[config.mk]
export PLATFORM = sky130hd
export DESIGN_NAME = l2_tag_ways
export DESIGN_NICKNAME = d
export VERILOG_FILES = /design/src/rtl/l2_tag_ways.sv
export SDC_FILE = /design/constraint.sdc
export NUM_CORES = 2
export LEC_CHECK = 0
export ABC_AREA = 1
export CAP_MARGIN = 5
export CORE_AREA = 5 5 494 301
export DETAILED_ROUTE_END_ITERATION = 10
export DIE_AREA = 0 0 499 306
export GPL_TIMING_DRIVEN = 1
export HOLD_SLACK_MARGIN = 0.1
export PLACE_DENSITY_LB_ADDON = 0.12
export SYNTH_ARGS = -nofsm -noshare
export SYNTH_HDL_FRONTEND = slang
export SYNTH_SLANG_ARGS = --single-unit
[constraint.sdc]
create_clock -name clk -period 2.6 [get_ports clk]
set_input_delay 0.52 -clock clk [delete_from_list [all_inputs] [get_ports clk]]
set_output_delay 0.52 -clock clk [all_outputs]
set_load 0.02 [all_outputs]
[src/rtl/l2_tag_ways.sv]
// Set-associative L2 tag store: one-cycle registered lookup (hit + victim), fill, mark_dirty and an invalidate sweep.
// No backpressure: requests arriving while busy are dropped. `define L2_TAG_PLRU_EN selects tree PLRU over round-robin.
module l2_tag_ways #(
  parameter  int TAG_W = 24,
  parameter  int IDX_W = 3,
  parameter  int WAYS  = 4,
  localparam int SETS  = 2**IDX_W,
  localparam int WAY_W = $clog2(WAYS)
) (
  input  logic             clk,
  input  logic             reset,
  input  logic             lookup,
  input  logic [IDX_W-1:0] idx,
  input  logic [TAG_W-1:0] tag_in,
  input  logic             fill,
  input  logic [IDX_W-1:0] fill_idx,
  input  logic [WAY_W-1:0] fill_way,
  input  logic [TAG_W-1:0] fill_tag,
  input  logic             fill_dirty,
  input  logic             mark_dirty,
  input  logic [IDX_W-1:0] md_idx,
  input  logic [WAY_W-1:0] md_way,
  input  logic             flush,
  output logic             busy,
  output logic             rsp_valid,
  output logic             hit,
  output logic [WAY_W-1:0] hit_way,
  output logic [WAY_W-1:0] victim_way,
  output logic [TAG_W-1:0] victim_tag,
  output logic             victim_dirty
);

`ifdef L2_TAG_PLRU_EN
  localparam int RS_W = WAYS - 1;

  // Heap-ordered tree: node n has children 2n+1 (lower half) and 2n+2 (upper half).
  function automatic logic [RS_W-1:0] plru_touch(input logic [RS_W-1:0] s, input logic [WAY_W-1:0] w);
    logic [RS_W-1:0] r;
    int              node;
    r    = s;
    node = 0;
    for (int l = 0; l < WAY_W; l++) begin
      r[node] = ~w[WAY_W-1-l];
      node    = 2*node + 1 + int'(w[WAY_W-1-l]);
    end
    return r;
  endfunction

  function automatic logic [WAY_W-1:0] plru_victim(input logic [RS_W-1:0] s);
    logic [WAY_W-1:0] v;
    int               node;
    v    = '0;
    node = 0;
    for (int l = 0; l < WAY_W; l++) begin
      v[WAY_W-1-l] = s[node];
      node         = 2*node + 1 + int'(s[node]);
    end
    return v;
  endfunction
`else
  localparam int RS_W = WAY_W;
`endif

  typedef enum logic {IDLE, SWEEP} state_t;

  state_t           state_q, state_d;
  logic [IDX_W-1:0] sweep_idx_q, sweep_idx_d;
  logic [TAG_W-1:0] tag_q   [SETS][WAYS];
  logic [TAG_W-1:0] tag_d   [SETS][WAYS];
  logic [WAYS-1:0]  valid_q [SETS];
  logic [WAYS-1:0]  valid_d [SETS];
  logic [WAYS-1:0]  dirty_q [SETS];
  logic [WAYS-1:0]  dirty_d [SETS];
  logic [RS_W-1:0]  repl_q  [SETS];
  logic [RS_W-1:0]  repl_d  [SETS];

  logic             rsp_valid_q, rsp_valid_d;
  logic             hit_q, hit_d;
  logic [WAY_W-1:0] hit_way_q, hit_way_d;
  logic [WAY_W-1:0] victim_way_q, victim_way_d;
  logic [TAG_W-1:0] victim_tag_q, victim_tag_d;
  logic             victim_dirty_q, victim_dirty_d;

  logic             l_hit, l_any_inv;
  logic [WAY_W-1:0] l_way, l_victim;

  // Descending scan so the lowest-numbered match / invalid way wins.
  always_comb begin
    l_hit     = 1'b0;
    l_way     = '0;
    l_any_inv = 1'b0;
    l_victim  = '0;
    for (int w = WAYS-1; w >= 0; w--) begin
      if (valid_q[idx][w] && (tag_q[idx][w] == tag_in)) begin
        l_hit = 1'b1;
        l_way = WAY_W'(w);
      end
      if (!valid_q[idx][w]) begin
        l_any_inv = 1'b1;
        l_victim  = WAY_W'(w);
      end
    end
    if (!l_any_inv) begin
`ifdef L2_TAG_PLRU_EN
      l_victim = plru_victim(repl_q[idx]);
`else
      l_victim = repl_q[idx];
`endif
    end
  end

  always_comb begin
    state_d        = state_q;
    sweep_idx_d    = sweep_idx_q;
    tag_d          = tag_q;
    valid_d        = valid_q;
    dirty_d        = dirty_q;
    repl_d         = repl_q;
    rsp_valid_d    = 1'b0;
    hit_d          = hit_q;
    hit_way_d      = hit_way_q;
    victim_way_d   = victim_way_q;
    victim_tag_d   = victim_tag_q;
    victim_dirty_d = victim_dirty_q;

    if (state_q == SWEEP) begin
      valid_d[sweep_idx_q] = '0;
      dirty_d[sweep_idx_q] = '0;
      repl_d[sweep_idx_q]  = '0;
      sweep_idx_d          = sweep_idx_q + IDX_W'(1);
      if (sweep_idx_q == IDX_W'(SETS-1)) state_d = IDLE;
    end else begin
      if (flush) begin
        state_d     = SWEEP;
        sweep_idx_d = '0;
      end
      if (lookup) begin
        rsp_valid_d    = 1'b1;
        hit_d          = l_hit;
        hit_way_d      = l_way;
        victim_way_d   = l_victim;
        victim_tag_d   = tag_q[idx][l_victim];
        victim_dirty_d = dirty_q[idx][l_victim] & valid_q[idx][l_victim];
`ifdef L2_TAG_PLRU_EN
        if (l_hit) repl_d[idx] = plru_touch(repl_q[idx], l_way);
`endif
      end
      if (mark_dirty && valid_q[md_idx][md_way]) dirty_d[md_idx][md_way] = 1'b1;
      // Fill is applied last so it overrides a same-line mark_dirty.
      if (fill) begin
        tag_d[fill_idx][fill_way]   = fill_tag;
        valid_d[fill_idx][fill_way] = 1'b1;
        dirty_d[fill_idx][fill_way] = fill_dirty;
`ifdef L2_TAG_PLRU_EN
        repl_d[fill_idx] = plru_touch(repl_d[fill_idx], fill_way);
`else
        repl_d[fill_idx] = repl_d[fill_idx] + RS_W'(1);
`endif
      end
    end
  end

  always_ff @(posedge clk) begin
    if (reset) begin
      state_q        <= IDLE;
      sweep_idx_q    <= '0;
      rsp_valid_q    <= 1'b0;
      hit_q          <= 1'b0;
      hit_way_q      <= '0;
      victim_way_q   <= '0;
      victim_tag_q   <= '0;
      victim_dirty_q <= 1'b0;
      for (int s = 0; s < SETS; s++) begin
        valid_q[s] <= '0;
        dirty_q[s] <= '0;
        repl_q[s]  <= '0;
        for (int w = 0; w < WAYS; w++) tag_q[s][w] <= '0;
      end
    end else begin
      state_q        <= state_d;
      sweep_idx_q    <= sweep_idx_d;
      rsp_valid_q    <= rsp_valid_d;
      hit_q          <= hit_d;
      hit_way_q      <= hit_way_d;
      victim_way_q   <= victim_way_d;
      victim_tag_q   <= victim_tag_d;
      victim_dirty_q <= victim_dirty_d;
      tag_q          <= tag_d;
      valid_q        <= valid_d;
      dirty_q        <= dirty_d;
      repl_q         <= repl_d;
    end
  end

  assign busy         = (state_q == SWEEP);
  assign rsp_valid    = rsp_valid_q;
  assign hit          = hit_q;
  assign hit_way      = hit_way_q;
  assign victim_way   = victim_way_q;
  assign victim_tag   = victim_tag_q;
  assign victim_dirty = victim_dirty_q;

endmodule

== Word-level counts from Yosys, hierarchy flattened ==
Index checks and enable logic that the tools add are counted.
Word-level totals
  register bits after elaboration: 883
  bits of input ports: 68
  output and inout bits: 32
  logic and storage cells: 196
Operators by class
  $add $sub $neg: 2
  $lt $le $gt $ge: 15
  equal/unequal tests: 5
  multiplexer cells: 79
  bitwise operators: 15
  reduce and logical (&&, ||, !) cells: 16
Operators by type and width (count)
  768-bit bitwise mux: 1
  96-bit binary-select mux with 3-bit select: 1
  96-bit demux with 3-bit select: 1
  96-bit 2-to-1 mux: 3
  32-bit 2-to-1 mux: 6
  24-bit == test: 4
  24-bit 2-to-1 mux: 3
  32-bit bitwise AND: 2
  32-bit bitwise OR: 2
  24-bit binary-select mux with 2-bit select: 1
  24-bit demux with 2-bit select: 1
  4-bit binary-select mux with 3-bit select: 3
  4-bit demux with 3-bit select: 3
  4-bit 2-to-1 mux: 9
  32-bit bitwise mux: 1
  16-bit 2-to-1 mux: 2
  32-bit inverter: 1
  2-bit 2-to-1 mux: 15
  1-bit 2-to-1 mux: 17
  16-bit bitwise AND: 1
  16-bit bitwise mux: 1
  4-bit greater-or-equal comparator (second input constant): 4
  16-bit inverter: 1
  3-bit inverter with 4-bit output: 4
  other kinds (20): 45

== Depth between registers and ports, before layout ==
  depth in word-level cells: 13
  mapped depth: 20
  gate-level depth less buffers: 18

== Least setup slack after synthesis ==
OpenSTA, ideal clock, no wires.
  kind: input to register
  start point: input idx[1]
  end point: register hit_way_q[1] (netlist: hit_way[1])
  library setup time: 0.132 ns
  arrival time: 2.037 ns
  required time: 2.468 ns
  path slack: 0.431 ns
  cell stages on the path: 16
  path buffers: 4
  path through: buf_4 inv_2 buf_4 buf_6 buf_2 o21ai_0 o211ai_1 nand2_1 nand2_1 nand2_1 nor2_1 nand2_1 nor3_1 nand2_1 nand3_1 a21oi_1
On the way
  cells in the longest elaborated chain, start to end: 10
  elaborated cells on any way between the ends: 19
  classes of those cells: eq/ne (4); mux (10); bitwise (1); reduce/logical (4)
RTL lines
  from (decl): line 13  | input logic [IDX_W-1:0] idx,
  3-bit inverter with 4-bit output (implied by the code) (*): line 94  | if (valid_q[idx][w] && (tag_q[idx][w] == tag_in)) begin
  96-bit binary-select mux with 3-bit select: line 94
  96-bit 2-to-1 mux (implied by the code) (2 in series): line 94
  24-bit == test: line 94
  1-bit logical AND: line 94
  2-bit 2-to-1 mux (3 in series): line 94
  2-bit 2-to-1 mux (*): line 94
  to (signal assigned): line 184  | hit_way_q <= hit_way_d;
  to (decl): line 79  | logic [WAY_W-1:0] hit_way_q, hit_way_d;
Every way passes the cells marked *; elsewhere a longest branch is shown, timed or not. The select of a mux whose other input is x is not followed.
A chain may end at the register's enable or synchronous reset.

== Worst setup path after layout ==
  start point: input idx[0]
  end point: register hit_way_q[0] (netlist: hit_way[0])
The elaborated chain is that of the path after synthesis.

==> results.txt <==
The run finished with clean final reports. On the final layout, the worst clock skew is 32.9 ps. In this run the worst path has a maximum fanout of 31.

Number of synthesized flops with an enable pin: 0. The share of total power dissipated in the clock network is 43.4%. In the post-route analysis, the smallest setup slack over all paths is 132 ps. The routed length per instance is 24.4 um.

The number of primary I/O pins was 100; the layout cell share with drive strength beyond 1 was 12.8%. The time the worst path needs with I/O delays and setup was 2470 ps; the first-pass GRT wire length was 305 mm. Among all cell types in the netlist, the one instantiated most often is sky130_fd_sc_hd__nand2_1. In this run the power spent charging and discharging nets is 0.00965 W. The tools report the number of hold buffers added after CTS as 0. Setup repair after global routing could not meet its margin everywhere. The die covers 153000 sq um. The tools report the initial antenna violation count as 12. TritonCTS built the clock tree. For the pin with the worst max-slew slack, the measured transition is 1070 ps.

The area of the mapped netlist is 42700 sq um. For the number of vias after detailed routing, the log shows 45381. After synthesis, flip-flops and latches occupy 41.4% of the total area.

The congestion estimate from routability-driven global placement came to 0.971. For the worst setup path, the data required time is 3230 ps. In this run, the combinational gates consume 15.1% of the power. Count of nets after finishing: 6856. The clock transition time at the flip-flop clock pins of the worst setup and hold paths is 70 ps.

In the post-synthesis netlist, the biggest area contributors are sky130_fd_sc_hd__dfxtp_1 (41%), sky130_fd_sc_hd__nand2_1 (12%), sky130_fd_sc_hd__a21oi_1 (11%). The tools report the count of unique library cells instantiated by Yosys as 38. In this run the static leakage power is 22.2 nW. The number of buffers created by CTS was 94; the internal power component was 0.0236 W.

No sink is reached through more buffers than the 3 on the longest clock path. The run gives 15391 as the filler cell count. STA classifies the critical path endpoint as a flop. Net switching is 29.0% of the power. For this run, the leading register cell type out of synthesis is sky130_fd_sc_hd__dfxtp_1. From bottom edge to top edge, the die measures 306 um. sky130_fd_sc_hd__dfxtp_1 takes more of the synthesized area than any other cell. The tool flagged a number of max-cap violations equal to 0. Entering global routing, the biggest net connects 102 pins. For this run, the share of the core covered by cells in the final layout is 37.4%. The endpoint arrival time on the critical path was 3100 ps. The core region is 144000 sq um. The clock reaches the later pin of the worst-skew pair after 720 ps. The clock tree synthesis step divided the H-tree into 3 levels. After synthesis, the share of flip-flops with an asynchronous set or reset is 0%. Once detailed placement completed, the half-perimeter wirelength came to 154 mm. Clock tree synthesis found a total of 883 sinks.

The share of the clock period used by the worst path was 94.9%. Once the floorplan was initialized, standard cells occupied 29.8% of the core. Sequential cells burn 41.6% of the power. Across every metal layer, demand over resource in global routing totals 27.1%. VDD sags by at most 0.543 mV. After detailed routing, the number of vias per cell comes to 5.17.

Based on the critical path, the design can be clocked at up to 405 MHz. After detailed routing, the number of remaining DRC violations is 0. Measured against its own limit, the worst slew margin works out to 28.4%. The logs give -587 ps for the post-place setup slack and 108 for the number of placement rows. The number of nets with antenna violations after detailed routing is 0, and the detailed router's first-iteration violation count is 5601. Sorting the synthesized cells by how often they occur yields sky130_fd_sc_hd__nand2_1 (1345), sky130_fd_sc_hd__a21oi_1 (906), sky130_fd_sc_hd__dfxtp_1 (883).

On the final layout, the worst hold slack is 320 ps. Clock tree synthesis selected as its root buffer the cell sky130_fd_sc_hd__clkbuf_16. The worst hold path belongs to the class input port to flop. The run gives 6509 as the number of nets in the synthesized netlist. The final-report max-slew violation count was 0. The proportion of netlist area held by the largest area contributor came out at 41.4%. Via count of the first global-routing pass: 41312. The average cell area after synthesis came out at 6.63 sq um. The area growth from synthesis to layout was 25.8%; the total power per unit cell area was 619 nW/um^2. The type of origin of the critical path was an input port.

The run gives 6439 as the synthesized netlist cell count. The number of synthesized register bits was 883. The tools report the overall overflow remaining after global route as 0. The total count of hold-check failures in the final report is 0, and the final-report setup violation count is 0.

The path type of the worst setup path is input port to flop. The run gives 215 mm as the post-detailed-routing wire length. During synthesis, Yosys emitted a total of 0 warnings. The first TritonRoute pass finished after 6 iterations.

The horizontal extent of the die came out at 499 um. The number of input and output port buffers inserted was 99.
==> placed cells by master, fill, tap and decap left out, drive strengths merged, types with 2 or more instances in the layout <==
master         synthesis  final
clkdlybuf4s50          0     95
ha                     2      2
bufinv                 0      8
or2                    2      2
o211ai                87     87
nand4                 22     22
nor3                  13     13
diode                  0      3
o22ai                 17     17
buf                  188    667
nand3b                 2      2
a31oi                  8      8
a211oi                28     28
clkbuf               323    133
nand2               1347   1347
a21oi                906    906
nand3                628    628
a221oi                 5      5
inv                  621    627
clkinv                27     46
nor2                 440    440
o21ai                883    883
clkinvlp               0      2
o2bb2ai                2      2
dfxtp                883    883
==> final cells by class <==
| type | instances | area, sq um | share of cell area (%) |
|---|---|---|---|
| timing repair buffer | 762 | 7560 | 14.1 |
| clock inverter | 35 | 463 | 0.862 |
| multi-input combinational | 4397 | 20400 | 38.0 |
| sequential | 883 | 17700 | 32.9 |
| inverter | 648 | 2450 | 4.57 |
| clock buffer | 133 | 2750 | 5.12 |
| tap | 1925 | 2410 | 4.48 |
| antenna | 3 | 7.51 | 0.0140 |
==> logic make-up (layout without fill, tap and decap cells) <==
family	after synthesis	count (layout)	synth area share (%)
compound gates	1937	1937	23.5
xor+xnor	1	1	0.0205
other cells	0	3	0
buf+inv	1159	1578	11.3
fa+ha+maj	2	2	0.0586
simple gates	2457	2457	23.7
flops	883	883	41.4
==> layer usage <==
| layer | vias to the layer above | wire length, um | GRT usage (%) |
|---|---|---|---|
| li1 | 21887 | - | - |
| met1 | 21528 | 109000 | 43.1 |
| met2 | 1760 | 83200 | 37.2 |
| met3 | 202 | 19300 | 5.99 |
| met4 | 4 | 3250 | 4.35 |
| met5 | - | 27 | 0 |
==> critical path: stages <==
cell,delay [ps]
sky130_fd_sc_hd__buf_8,130
sky130_fd_sc_hd__inv_8,150
sky130_fd_sc_hd__buf_12,220
sky130_fd_sc_hd__buf_12,230
sky130_fd_sc_hd__buf_4,180
sky130_fd_sc_hd__nand2_1,50
sky130_fd_sc_hd__o211ai_1,70
sky130_fd_sc_hd__nand3_1,160
sky130_fd_sc_hd__nand3_1,220
sky130_fd_sc_hd__buf_4,140
sky130_fd_sc_hd__nand2_1,50
sky130_fd_sc_hd__a21oi_1,200
sky130_fd_sc_hd__nand2_1,90
sky130_fd_sc_hd__nor2_2,170
sky130_fd_sc_hd__nand3_1,180
sky130_fd_sc_hd__nand2_1,110
sky130_fd_sc_hd__nand2_1,60
sky130_fd_sc_hd__a21oi_1,120
==> sequential cells by signal (all words and copies together) (netlist names), 2 cells and up <==
name and count:
dirty_q 32, repl_q 16, victim_way 2, hit_way 2, tag_q 768, sweep_idx_q 3, victim_tag 24, valid_q 32
==> repair_timing <==
item                                    in CTS  in global routing
resized for setup                            1                  5
setup buffers                                0                  0
endpoints found under the setup margin       1                  3
==> per-stage QoR <==
stage	TNS, ps	total power (W)	instances	cell area [sq um]
after floorplan	0	0.0163	6439	42700
after global placement	-49130	0.0190	8615	50500
after detailed placement	-51850	0.0190	8615	50500
after CTS	0	0.0334	8783	53700
after global routing	-2.10	0.0344	8784	53700
final	0	0.0332	8786	53700
==> power by group through the flow <==
stage / logic (W) / registers (W) / clock network (W)
after global routing: 0.00531 / 0.0138 / 0.0152
after floorplan: 0.00218 / 0.0141 / 0
final: 0.00500 / 0.0138 / 0.0144
after detailed placement: 0.00488 / 0.0141 / 0
after CTS: 0.00490 / 0.0138 / 0.0147
after global placement: 0.00490 / 0.0141 / 0
==> path summary, 6_finish.rpt <==
check	from	endpoint	slack (ps)	cells after the start
worst max-delay path	idx[0]	hit_way[0]$_SDFFE_PP0P_	130	18
worst max register to register	tag_q[606]$_SDFFE_PP0P_	hit_way[1]$_SDFFE_PP0P_	220	12
worst min register to register	tag_q[300]$_SDFFE_PP0P_	tag_q[300]$_SDFFE_PP0P_	450	2
worst min-delay path	reset	valid_q[0]$_SDFFE_PP0P_	320	4
Note: power is estimated with default switching activity, not from simulation.
